**src/rtl/cpu_pkg.sv**
```systemverilog
// Shared definitions for the instruction-fetch front end.
package cpu_pkg;

    localparam int          INSTR_W      = 32;
    localparam int          PC_INC       = 4;
    localparam logic [63:0] RESET_PC_DEF = 64'h0;

    typedef enum logic [0:0] {
        IDLE = 1'b0,
        WAIT = 1'b1
    } fetch_state_e;

endpackage

```
**src/rtl/fetch_queue.sv**
```systemverilog
// Small synchronous FIFO holding fetched {pc, instr} pairs until decode takes them.
module fetch_queue #(
    parameter int DEPTH = 2,
    parameter int WIDTH = 96
) (
    input  logic                     clk,
    input  logic                     reset,
    input  logic                     push,
    input  logic [WIDTH-1:0]         push_data,
    input  logic                     pop,
    input  logic                     flush,
    output logic [$clog2(DEPTH):0]   count,
    output logic [WIDTH-1:0]         head
);

    localparam int PTR_W = $clog2(DEPTH);

    logic [WIDTH-1:0] mem_r [DEPTH];
    logic [PTR_W-1:0] rd_ptr_r;
    logic [PTR_W-1:0] wr_ptr_r;
    logic [PTR_W:0]   count_r;

    // Pointer and occupancy tracking; flush empties the queue in one cycle.
    always_ff @(posedge clk) begin
        if (reset || flush) begin
            rd_ptr_r <= {PTR_W{1'b0}};
            wr_ptr_r <= {PTR_W{1'b0}};
            count_r  <= {(PTR_W+1){1'b0}};
        end else begin
            if (push) begin
                wr_ptr_r <= wr_ptr_r + PTR_W'(1);
            end
            if (pop) begin
                rd_ptr_r <= rd_ptr_r + PTR_W'(1);
            end
            case ({push, pop})
                2'b10:   count_r <= count_r + (PTR_W+1)'(1);
                2'b01:   count_r <= count_r - (PTR_W+1)'(1);
                default: count_r <= count_r;
            endcase
        end
    end

    // Entry storage; contents need no reset because count gates visibility.
    always_ff @(posedge clk) begin
        if (push && !flush) begin
            mem_r[wr_ptr_r] <= push_data;
        end
    end

    assign count = count_r;
    assign head  = mem_r[rd_ptr_r];

endmodule

```
**src/rtl/fetch_ctrl.sv**
```systemverilog
// Fetch sequencer: owns the PC, keeps one imem read in flight and feeds decode through fetch_queue.
module fetch_ctrl
    import cpu_pkg::*;
#(
    parameter int                ADDR_W   = 64,
    parameter logic [ADDR_W-1:0] RESET_PC = ADDR_W'(RESET_PC_DEF),
    parameter int                FQ_DEPTH = 2
) (
    input  logic               clk,
    input  logic               reset,
    output logic               imem_req,
    output logic [ADDR_W-1:0]  imem_addr,
    input  logic [31:0]        imem_rdata,
    input  logic               imem_rvalid,
    output logic               if_valid,
    output logic [31:0]        if_instr,
    output logic [ADDR_W-1:0]  if_pc,
    input  logic               if_ready,
    input  logic               redirect_valid,
    input  logic [ADDR_W-1:0]  redirect_pc,
    output logic               fetch_busy
);

    localparam int CNT_W = $clog2(FQ_DEPTH) + 1;

    fetch_state_e               state_r, state_s;
    logic [ADDR_W-1:0]          pc_r, pc_s;
    logic [ADDR_W-1:0]          addr_r, addr_s;
    logic                       drop_r, drop_s;
    logic                       issue_s, push_s, pop_s, rsp_s;
    logic [CNT_W-1:0]           count_s;
    logic [CNT_W:0]             occ_s;
    logic [ADDR_W+INSTR_W-1:0]  head_s;

    fetch_queue #(
        .DEPTH (FQ_DEPTH),
        .WIDTH (ADDR_W + INSTR_W)
    ) u_fetch_queue (
        .clk       (clk),
        .reset     (reset),
        .push      (push_s),
        .push_data ({addr_r, imem_rdata}),
        .pop       (pop_s),
        .flush     (redirect_valid),
        .count     (count_s),
        .head      (head_s)
    );

    assign if_valid   = (count_s != CNT_W'(0)) && !redirect_valid;
    assign pop_s      = if_valid && if_ready;
    assign if_pc      = head_s[INSTR_W +: ADDR_W];
    assign if_instr   = head_s[INSTR_W-1:0];
    assign fetch_busy = (state_r == WAIT);
    assign imem_req   = issue_s;
    assign imem_addr  = issue_s ? pc_r : addr_r;

    // Next-state, issue and push decisions; redirect overrides everything else.
    always_comb begin
        state_s = state_r;
        pc_s    = pc_r;
        addr_s  = addr_r;
        drop_s  = drop_r;
        issue_s = 1'b0;
        push_s  = 1'b0;
        rsp_s   = (state_r == WAIT) && imem_rvalid;
        // Entries the queue will hold once this cycle's pop and any in-flight word land;
        // a new request is only safe if that leaves room for its own response.
        occ_s   = {1'b0, count_s} - (CNT_W+1)'(pop_s)
                + (CNT_W+1)'((state_r == WAIT) && !(imem_rvalid && drop_r));

        if (redirect_valid) begin
            pc_s    = redirect_pc & ~ADDR_W'(3);
            drop_s  = (state_r == WAIT) && !imem_rvalid;
            state_s = drop_s ? WAIT : IDLE;
        end else begin
            if (rsp_s) begin
                push_s = !drop_r;
                drop_s = 1'b0;
            end else begin
                drop_s = drop_r;
            end
            issue_s = !reset && ((state_r == IDLE) || rsp_s)
                    && (occ_s < (CNT_W+1)'(FQ_DEPTH));
            if (issue_s) begin
                addr_s  = pc_r;
                pc_s    = pc_r + ADDR_W'(PC_INC);
                state_s = WAIT;
            end else if (rsp_s) begin
                state_s = IDLE;
            end else begin
                state_s = state_r;
            end
        end
    end

    // Control state registers.
    always_ff @(posedge clk) begin
        if (reset) begin
            state_r <= IDLE;
            pc_r    <= RESET_PC;
            addr_r  <= RESET_PC;
            drop_r  <= 1'b0;
        end else begin
            state_r <= state_s;
            pc_r    <= pc_s;
            addr_r  <= addr_s;
            drop_r  <= drop_s;
        end
    end

endmodule

```
**config.mk**
```make
export PLATFORM = sky130hd
export DESIGN_NAME = fetch_ctrl
export DESIGN_NICKNAME = d
export VERILOG_FILES = /design/src/rtl/cpu_pkg.sv /design/src/rtl/fetch_queue.sv /design/src/rtl/fetch_ctrl.sv
export SDC_FILE = /design/constraint.sdc
export NUM_CORES = 1
export LEC_CHECK = 0
export CAP_MARGIN = 15
export CORE_UTILIZATION = 60
export CTS_CLUSTER_SIZE = 28
export DETAILED_ROUTE_END_ITERATION = 12
export DONT_BUFFER_PORTS = 1
export PLACE_DENSITY = 0.76
export SLEW_MARGIN = 20
export SYNTH_ARGS = -nofsm -noshare
export SYNTH_HDL_FRONTEND = slang
export SYNTH_SLANG_ARGS = --single-unit
```
**constraint.sdc**
```tcl
create_clock -name clk -period 18.8 [get_ports clk]
set_input_delay 3.76 -clock clk [delete_from_list [all_inputs] [get_ports clk]]
set_output_delay 3.76 -clock clk [all_outputs]
set_load 0.02 [all_outputs]
```
==> impl_metrics.json, run 1 <==
{
  "status": "complete, no violations",
  "vdd_drop_max_uv": 86.8,
  "drtAntennaViolNets": 0,
  "slew_headroom_pct": 36.1,
  "viasPerCell": 6.25,
  "final_layout_size_suffix_gt1_share_pct": 22.2,
  "period_needed_ns": 12.14,
  "wl_per_cell_um": 22.6,
  "die_w_um": 151,
  "grt_pass1_vias": 7814,
  "drt_iter0_markers": 498,
  "max_stage_delay_ns": 1.01,
  "dp_hpwl_um": 19700,
  "ctsResizeCount": 0,
  "synth_cell_types": 53,
  "num_vias": 8196,
  "fin_setup_tns_ns": 0,
  "port_buffers": 0,
  "seq_area_frac_synth_pct": 61.9,
  "area_growth_pct": 9.47,
  "critPathMaxFanout": 50,
  "cts_buffers": 31,
  "power_density_nw_per_um2": 101,
  "grt_setup_unrepaired": "no",
  "yosys.area_share.simple_pct": 14.2,
  "synthAdderAreaFrac_pct": 0.431,
  "routed_wl_um": 29700,
  "path_class": "in2out",
  "p_clk_share_pct": 43.5,
  "nNetsFinal": 1110,
  "place_congestion": 0.827,
  "path_cells": "nor2_1 > and2_1 > ha_1 > nand3b_1 > fa_1 > xnor2_1 > nand3_1 > nor2_4 > buf_4 > mux2_2",
  "power_frac_seq_pct": 52.1,
  "rows": 54,
  "synthXorXnorAreaFrac_pct": 2.16,
  "slowest_stage": "nor2_4",
  "cts_hold_buf": 0,
  "setup_viol": 0,
  "synth.area.mux_share_pct": 13.4,
  "clock-sinks": 319,
  "cts_tree": "done",
  "switchingPower_mw": 0.323,
  "first_pass_iters": 5,
  "cp.arrival_ns": 8.38,
  "cts-htree-levels": 1,
  "ys_ff_latch": 319,
  "p_leak_nw": 5.04,
  "clock-skew-final_ns": 0.0161,
  "clk_latency_ns": 0.56,
  "syn_area_per_cell_um2": 13.1,
  "dieArea_um2": 22900,
  "grt_usage_pct": 25.3,
  "syn-cell-area_um2": 13400,
  "crit_required_ns": 15.04,
  "worstSetupEndpointType": "primary output",
  "start_util_pct": 61.2,
  "ys_async_sr_fraction_pct": 0,
  "fin_util_pct": 67.1,
  "pre_cts_ws_ns": 6.66,
  "core_area_um2": 21800,
  "post_cts_buffers": 0,
  "fin_hold_ws_ns": 0.441,
  "overflow": 0,
  "p_comb_share_pct": 4.4,
  "synthFlopType": "edfxtp_1",
  "grt_first_pass_wirelength_um": 44000,
  "worst_hold_path_type": "reg2reg",
  "synth_top_family_by_area": "simple AND/OR/NAND/NOR gates",
  "finalHoldViolations": 0,
  "p_int_mw": 1.16,
  "die_y_um": 151,
  "maxSlewViolCount": 0,
  "clkSlewWorstSetupHoldPaths_ns": 0.06,
  "max-cap-violations": 0,
  "period_share_pct": 64.6,
  "antenna_found_initial": 2,
  "synth_compound_area_share_pct": 5.54,
  "grt_max_degree": 82,
  "synthCells": 1023,
  "worstMarginPinSlew_ns": 0.955,
  "ios": 264,
  "switching_share_pct": 21.8,
  "yosysWarnings": 0,
  "startpoint_type": "primary input",
  "cts_root_buf": "clkbuf_16",
  "clockBufferDepth": 3,
  "drc": 0,
  "worst_slack_ns": 6.66,
  "max_freq_mhz": 82.4,
  "synth_edf_count": 188
}
==> flip-flops by register name, indices dropped and copies added, names as in the netlist, named ones only <==
name and flops:
pc_r 62, u_fetch_queue.wr_ptr_r 1, u_fetch_queue.count 2, u_fetch_queue.rd_ptr_r 1, fetch_busy 1, addr_r 62, u_fetch_queue.mem_r 188, drop_r 1
==> through the flow <==
stage / cells / power, mW / instance area, um^2
floorplan: 1026 / 0.840 / 13400
global placement: 1252 / 0.852 / 13500
finish: 1312 / 1.48 / 14600
global route: 1311 / 1.53 / 14600
detailed placement: 1252 / 0.855 / 13500
CTS: 1310 / 1.49 / 14600
==> worst paths after layout <==
path | to | start | cells past startpoint | slack (ns)
max | imem_addr[30] | redirect_valid | 10 | 6.66
min reg2reg | u_fetch_queue.mem_r[0][89] | addr_r[57] | 0 | 0.44
max reg2reg | addr_r[30] | u_fetch_queue.count[1] | 12 | 13.35
min | u_fetch_queue.mem_r[0][89] | addr_r[57] | 0 | 0.44
==> per-layer routing <==
layer	up-vias	track usage [%]	wire length (um)	share of wire, %
li1	3823	-	-	-
met3	40	7.29	3010	10
met1	4021	33.9	12400	42
met5	-	0	0	0
met4	0	7.45	661	2.2
met2	312	39.8	13600	46
==> critical path: cells and delay by family <==
family,cells,cell delay [ns]
multiplexers,1,0.50
AND/OR/NAND/NOR,5,2.53
XOR/XNOR,1,0.28
buffers and inverters,1,0.62
adder cells (fa/ha/maj),2,0.64
==> power groups by stage <==
stage / clock [mW] / combinational (mW) / sequential, mW
after floorplan: 0 / 0.0597 / 0.780
after global placement: 0 / 0.0647 / 0.787
after detailed placement: 0 / 0.0663 / 0.788
after CTS: 0.654 / 0.0667 / 0.773
after global routing: 0.682 / 0.0717 / 0.776
final: 0.645 / 0.0659 / 0.774
==> synthesized netlist by cell type, drive strengths merged (11+ instances only) <==
| master | instances | share of area [%] |
|---|---|---|
| nor3 | 14 | 0.52 |
| nor2 | 64 | 1.8 |
| o21ai | 11 | 0.41 |
| dfxtp | 131 | 20 |
| edfxtp | 188 | 42 |
| clkbuf | 41 | 1.2 |
| a211oi | 32 | 1.8 |
| a311oi | 17 | 1.1 |
| and2 | 74 | 3.5 |
| nand4 | 25 | 1.3 |
| xnor2 | 26 | 1.7 |
| nor4 | 19 | 1.0 |
| nand2 | 41 | 1.2 |
| and3 | 18 | 0.84 |
| and4 | 15 | 0.98 |
| mux2 | 157 | 13 |
| o31ai | 11 | 0.62 |
| inv | 17 | 0.48 |
| buf | 21 | 0.81 |
| or4 | 14 | 0.79 |
| nand3 | 23 | 0.90 |
==> final cells by class <==
class	count	area, um^2
Multi-Input combinational cell	628	4800
Sequential cell	319	8270
Clock inverter	22	251
Antenna cell	2	5.00
Fill cell	1592	7190
Inverter	17	65.1
Tap cell	280	350
Timing Repair Buffer	8	63.8
Clock buffer	36	825
==> placed cells by master, fill, tap and decap left out, drive strengths merged, types with 3 or more instances in the layout <==
master	instances
dfxtp	131
or3	6
inv	18
clkbuf	36
nor3	14
or2	4
and3	18
a2111oi	10
nor3b	3
buf	8
bufinv	5
conb	4
nor4b	6
nand4	25
nand2	41
nor2	64
o31ai	11
nand3	23
xor2	7
clkinv	16
and2	74
edfxtp	188
a311o	3
a211oi	32
a311oi	17
mux2	157
and4	15
xnor2	26
a21oi	4
nor4	19
or4	14
o21ai	11
ha	3
==> cell families after synthesis <==
logic type                 Yosys count
AOI/OAI and AO/OA                   96
xor gates and xnor gates            33
adders and majority gates            4
buffers and inverters               79
DFF                                319
muxes                              159
other                                1
and+or+nand+nor                    332
(Power assumes the default switching activity.)
==> inputs of run 2 (changes only) <==
- clock period: 18.8 -> 12.6 ns (I/O delays scaled with it)
==> run 2 against run 1 <==
Compared with the run above:
- core utilization down 0.057 points
- sequential share of layout area about the same
- clock skew down 0.0043 ns
- non-clock buffer count increased by 1
- die area unchanged
- worst setup slack got worse by 3.2 ns
- global-route usage is 0.21 points higher
- sequential power grew 49%
- critical endpoint is now imem_addr[3]
- hold slack gained 0.0038 ns
- total power up 48%
==> impl_metrics.json, run 2 (synthesized netlist as in run 1, its figures left out) <==
{
  "status": "complete, no violations",
  "overflow": 0,
  "rows": 54,
  "area_growth_pct": 9.38,
  "r2r-end": "addr_r[3]",
  "slowest_stage": "nand3_1",
  "period_needed_ns": 9.14,
  "mostFrequentLayoutCells": "edfxtp_1, mux2_2, dfxtp_1",
  "crit_start": "redirect_valid",
  "final-seq-area_um2": 8270,
  "wl_per_cell_um": 22.8,
  "cts-htree-levels": 1,
  "worstSetupEndpointType": "primary output",
  "path_cells": "nor2_1 > and2_1 > ha_1 > nand3b_1 > fa_1 > xnor2_1 > nand3_1 > nor2_4 > buf_4 > mux2_2",
  "power_density_nw_per_um2": 151,
  "startpoint_type": "primary input",
  "clock-sinks": 319,
  "die_w_um": 151,
  "critPathTopFamily": "simple AND/OR/NAND/NOR gates",
  "dp_hpwl_um": 19700,
  "nNetsFinal": 1111,
  "clk_latency_ns": 0.56,
  "grt_setup_unrepaired": "no",
  "r2r-start": "u_fetch_queue.count[1]",
  "rrSetupSlack_ns": 7.69,
  "reg_top3": "u_fetch_queue.mem_r (188), addr_r (62), pc_r (62)",
  "dieArea_um2": 22900,
  "endpoint": "imem_addr[3]",
  "max_stage_delay_ns": 0.72,
  "num_vias": 8244,
  "grt_first_pass_wirelength_um": 44500,
  "hold_start": "addr_r[57]",
  "grt_pass1_vias": 7803,
  "cts_buffers": 31,
  "top_register": "u_fetch_queue.mem_r",
  "worstMarginPinSlew_ns": 0.933,
  "grt_usage_pct": 25.5,
  "core_area_um2": 21800,
  "start_util_pct": 61.2,
  "clockBufferDepth": 3,
  "port_buffers": 0,
  "critPathMaxFanout": 50,
  "cp.arrival_ns": 6.62,
  "max-cap-violations": 0,
  "period_share_pct": 72.6,
  "drtAntennaViolNets": 0,
  "ios": 264,
  "diodes": 0,
  "drt_iter0_markers": 486,
  "finalHoldViolations": 0,
  "grt_max_degree": 80,
  "drc": 0,
  "maxSlewViolCount": 0,
  "viasPerCell": 6.29,
  "crit_required_ns": 10.08,
  "worst_hold_path_type": "reg2reg",
  "antenna_found_initial": 0,
  "path_buf_inv": 1,
  "slew_headroom_pct": 37.6,
  "clkSlewWorstSetupHoldPaths_ns": 0.06,
  "final_layout_size_suffix_gt1_share_pct": 22.0,
  "clock-skew-final_ns": 0.0119,
  "cp.depth": 10,
  "fin_hold_ws_ns": 0.445,
  "die_y_um": 151,
  "final_common_cell": "edfxtp_1",
  "r2r_cells": 12,
  "largest_reg_flops": 188,
  "cts_hold_buf": 0,
  "first_pass_iters": 5,
  "cts_root_buf": "clkbuf_16",
  "path_class": "in2out",
  "routed_wl_um": 29900,
  "multiInputGateArea_um2": 4800,
  "cts_tree": "done",
  "ctsResizeCount": 0,
  "fillers": 1580,
  "vdd_drop_max_uv": 125,
  "post_cts_buffers": 0,
  "place_congestion": 0.843,
  "max_freq_mhz": 109,
  "fin_setup_tns_ns": 0,
  "setup_viol": 0,
  "p_leak_nw": 5.01
}
run 2: layer usage:
metal	part of all wire (%)	routed length (um)	vias up	GRT usage, %
met1	42	12600	4029	34.5
met3	10	3060	39	7.20
met4	1.5	462	0	5.75
met2	46	13800	351	40.6
met5	0	0	-	0
li1	-	-	3825	-
run 2: worst min-delay path by stage:
stage	endpoint	cells past startpoint
after detailed placement	u_fetch_queue.mem_r[0][89]	0
after floorplan	u_fetch_queue.mem_r[0][34]	0
after global routing	u_fetch_queue.mem_r[1][89]	0
final	u_fetch_queue.mem_r[1][89]	0
after CTS	u_fetch_queue.mem_r[1][89]	0
after global placement	u_fetch_queue.mem_r[0][46]	0
run 2: final cells by class:
cell class,count,area share (%)
flip-flops and latches,319,56.6
multi-input cells,628,32.8
inverters,17,0.445
repair buffers,9,0.573
clock buffers,38,5.55
clock inverters,20,1.62
well taps,280,2.40
run 2: per-stage QoR:
step	area [um^2]	setup WS, ns	util (%)	cells	power (mW)
6_report	14600	3.46	67.0	1311	2.20
5_1_grt	14600	3.15	67.0	1311	2.27
4_1_cts	14600	2.85	66.9	1310	2.21
3_5_place_dp	13500	2.85	62.1	1252	1.28
3_3_place_gp	13500	2.90	62.1	1252	1.27
2_1_floorplan	13400	4.21	-	1026	1.25
run 2: where the power goes:
group	leakage (nW)	internal (mW)	switching [mW]	total (mW)
Combinational	1.61	0.0373	0.0620	0.0993
Sequential	2.90	1.12	0.0299	1.15
Clock	0.508	0.560	0.387	0.947
Total	5.01	1.72	0.479	2.20
==> inputs of run 3 (changes only) <==
- clock period: 12.6 -> 9.2 ns (I/O delays scaled with it)
==> run 3 against run 2 <==
Compared with the run above:
- first-iteration DRC count increased by 12%
- sequential power increased by 37%
- final cell count about the same
- total power increased by 34%
- combinational power increased by 36%
- critical path depth unchanged
- routed wire length increased by 0.81%
- global-route usage increased by 0.075 points
- flip-flop and latch count unchanged
- via count decreased by 0.46%
- clock power increased by 30%
- register-to-register slack got worse by 3.0 ns
- critical path type unchanged
- critical endpoint unchanged
==> impl_metrics.json, run 3 (synthesized netlist as in run 1, its figures left out) <==
{
  "p_int_mw": 2.29,
  "antenna_found_initial": 1,
  "ios": 264,
  "first_pass_iters": 5,
  "p_total_mw": 2.95,
  "vdd_drop_max_uv": 154,
  "path_buf_inv": 1,
  "diodes": 0,
  "wl_met3_um": 3240,
  "highest_layer": "met5",
  "num_vias": 8206,
  "cts_hold_buf": 0,
  "nNetsFinal": 1110,
  "largest_reg_flops": 188,
  "mostFrequentLayoutCells": "edfxtp_1, mux2_2, dfxtp_1",
  "placed_area_um2": 13500,
  "cp.arrival_ns": 5.55,
  "power_frac_seq_pct": 53.6,
  "wl_per_cell_um": 23.0,
  "path_cells": "nor2_1 > and2_1 > ha_1 > nand3b_1 > fa_1 > xnor2_1 > nand3_1 > nor2_4 > buf_4 > mux2_2",
  "port_buffers": 0,
  "cts_buffers": 31,
  "clock-sinks": 319,
  "power_density_nw_per_um2": 203,
  "final_common_cell": "edfxtp_1",
  "top_register": "u_fetch_queue.mem_r",
  "r2r-end": "addr_r[3]",
  "status": "complete, no violations",
  "p_clk_share_pct": 41.8,
  "area_growth_pct": 8.87,
  "setup_viol": 0,
  "cts_tree": "done",
  "max_freq_mhz": 135,
  "crit_start": "redirect_valid",
  "viasPerCell": 6.26,
  "wl_met1_um": 12500,
  "fin_setup_tns_ns": 0,
  "switching_share_pct": 22.3,
  "grt_setup_unrepaired": "no",
  "final-seq-area_um2": 8270,
  "post_cts_buffers": 0,
  "crit_required_ns": 7.36,
  "path_class": "in2out",
  "r2r-start": "u_fetch_queue.count[1]",
  "grt_max_degree": 77,
  "overflow": 0,
  "grt_usage_pct": 25.6,
  "ctsResizeCount": 0,
  "die_w_um": 151,
  "max-cap-violations": 0,
  "startpoint_type": "primary input",
  "clock-skew-final_ns": 0.0344,
  "p_comb_share_pct": 4.6,
  "clockBufferDepth": 3,
  "wl_met2_um": 13600,
  "core_area_um2": 21800,
  "dp_hpwl_um": 19900,
  "start_util_pct": 61.2,
  "period_needed_ns": 7.39,
  "cts-htree-levels": 1,
  "maxSlewViolCount": 0,
  "endpoint": "imem_addr[3]",
  "cts_root_buf": "clkbuf_16",
  "drt_iter0_markers": 543,
  "rows": 54,
  "rrSetupSlack_ns": 4.65,
  "reg_top3": "u_fetch_queue.mem_r (188), addr_r (62), pc_r (62)",
  "grt_first_pass_wirelength_um": 44300,
  "critPathMaxFanout": 50,
  "worst_hold_path_type": "reg2reg",
  "p_leak_nw": 4.98,
  "worst_slack_ns": 1.81,
  "period_share_pct": 80.4,
  "slowest_stage": "nand3_1",
  "design_area_um2": 14600,
  "fillers": 1570,
  "final_layout_size_suffix_gt1_share_pct": 21.9,
  "grt_pass1_vias": 7795,
  "pre_cts_ws_ns": 1.82,
  "slew_headroom_pct": 26.1,
  "clk_latency_ns": 0.58,
  "worstMarginPinSlew_ns": 1.11,
  "place_congestion": 0.837,
  "multiInputGateArea_um2": 4800,
  "critPathTopFamily": "simple AND/OR/NAND/NOR gates",
  "routed_wl_um": 30100,
  "clkSlewWorstSetupHoldPaths_ns": 0.06,
  "finalHoldViolations": 0,
  "cp.depth": 10,
  "max_stage_delay_ns": 0.71,
  "drc": 0,
  "r2r_cells": 12,
  "worstSetupEndpointType": "primary output",
  "switchingPower_mw": 0.658,
  "die_y_um": 151,
  "dieArea_um2": 22900,
  "drtAntennaViolNets": 0
}
## run 3: changes by cell type in the layout (fill, tap and decap cells not counted)
cell / delta
bufinv_16: -4
clkinvlp_4: +1
clkinv_1: -3
inv_6: +2
clkbuf_16: +1
buf_12: -1
buf_4: +1
clkbuf_8: +3
clkinv_2: -3
buf_6: -1
clkbuf_1: +3
## run 3: worst min path at each step
stage                     depth (start not counted)                         end        from  slack (ns)
after floorplan                                   0  u_fetch_queue.mem_r[0][34]   addr_r[2]        0.42
after global placement                            0  u_fetch_queue.mem_r[1][46]  addr_r[14]        0.42
after detailed placement                          0  u_fetch_queue.mem_r[1][90]  addr_r[58]        0.43
after CTS                                         0  u_fetch_queue.mem_r[0][57]  addr_r[25]        0.43
after global routing                              0  u_fetch_queue.mem_r[0][57]  addr_r[25]        0.45
final                                             0  u_fetch_queue.mem_r[0][57]  addr_r[25]        0.42
## run 3: layer usage
metal  track usage (%)  vias to the layer above
met5                 0                        -
met4              7.60                        2
met3              7.50                       55
met2              39.8                      350
met1              34.5                     3983
li1                  -                     3816
## run 3: area by class of cell
type,count,share of cell area (%)
well taps,280,2.41
clock buffers,45,6.11
flip-flops and latches,319,56.8
inverters,17,0.447
clock inverters,13,0.791
repair buffers,8,0.413
multi-input cells,628,33.0
## run 3: power groups by stage
| stage | registers [mW] | clock network [mW] | logic, mW |
|---|---|---|---|
| 6_report | 1.58 | 1.23 | 0.135 |
| 5_1_grt | 1.59 | 1.31 | 0.146 |
| 4_1_cts | 1.58 | 1.25 | 0.136 |
| 3_5_place_dp | 1.61 | 0 | 0.135 |
| 3_3_place_gp | 1.61 | 0 | 0.132 |
| 2_1_floorplan | 1.59 | 0 | 0.122 |
## run 3: through the flow
step                      util, %  hold slack [ns]  instances
final                        66.7            0.423       1310
after global routing         66.7            0.447       1310
after CTS                    66.7            0.427       1310
after detailed placement     62.1            0.434       1252
after global placement       62.1            0.423       1252
after floorplan                 -            0.422       1026
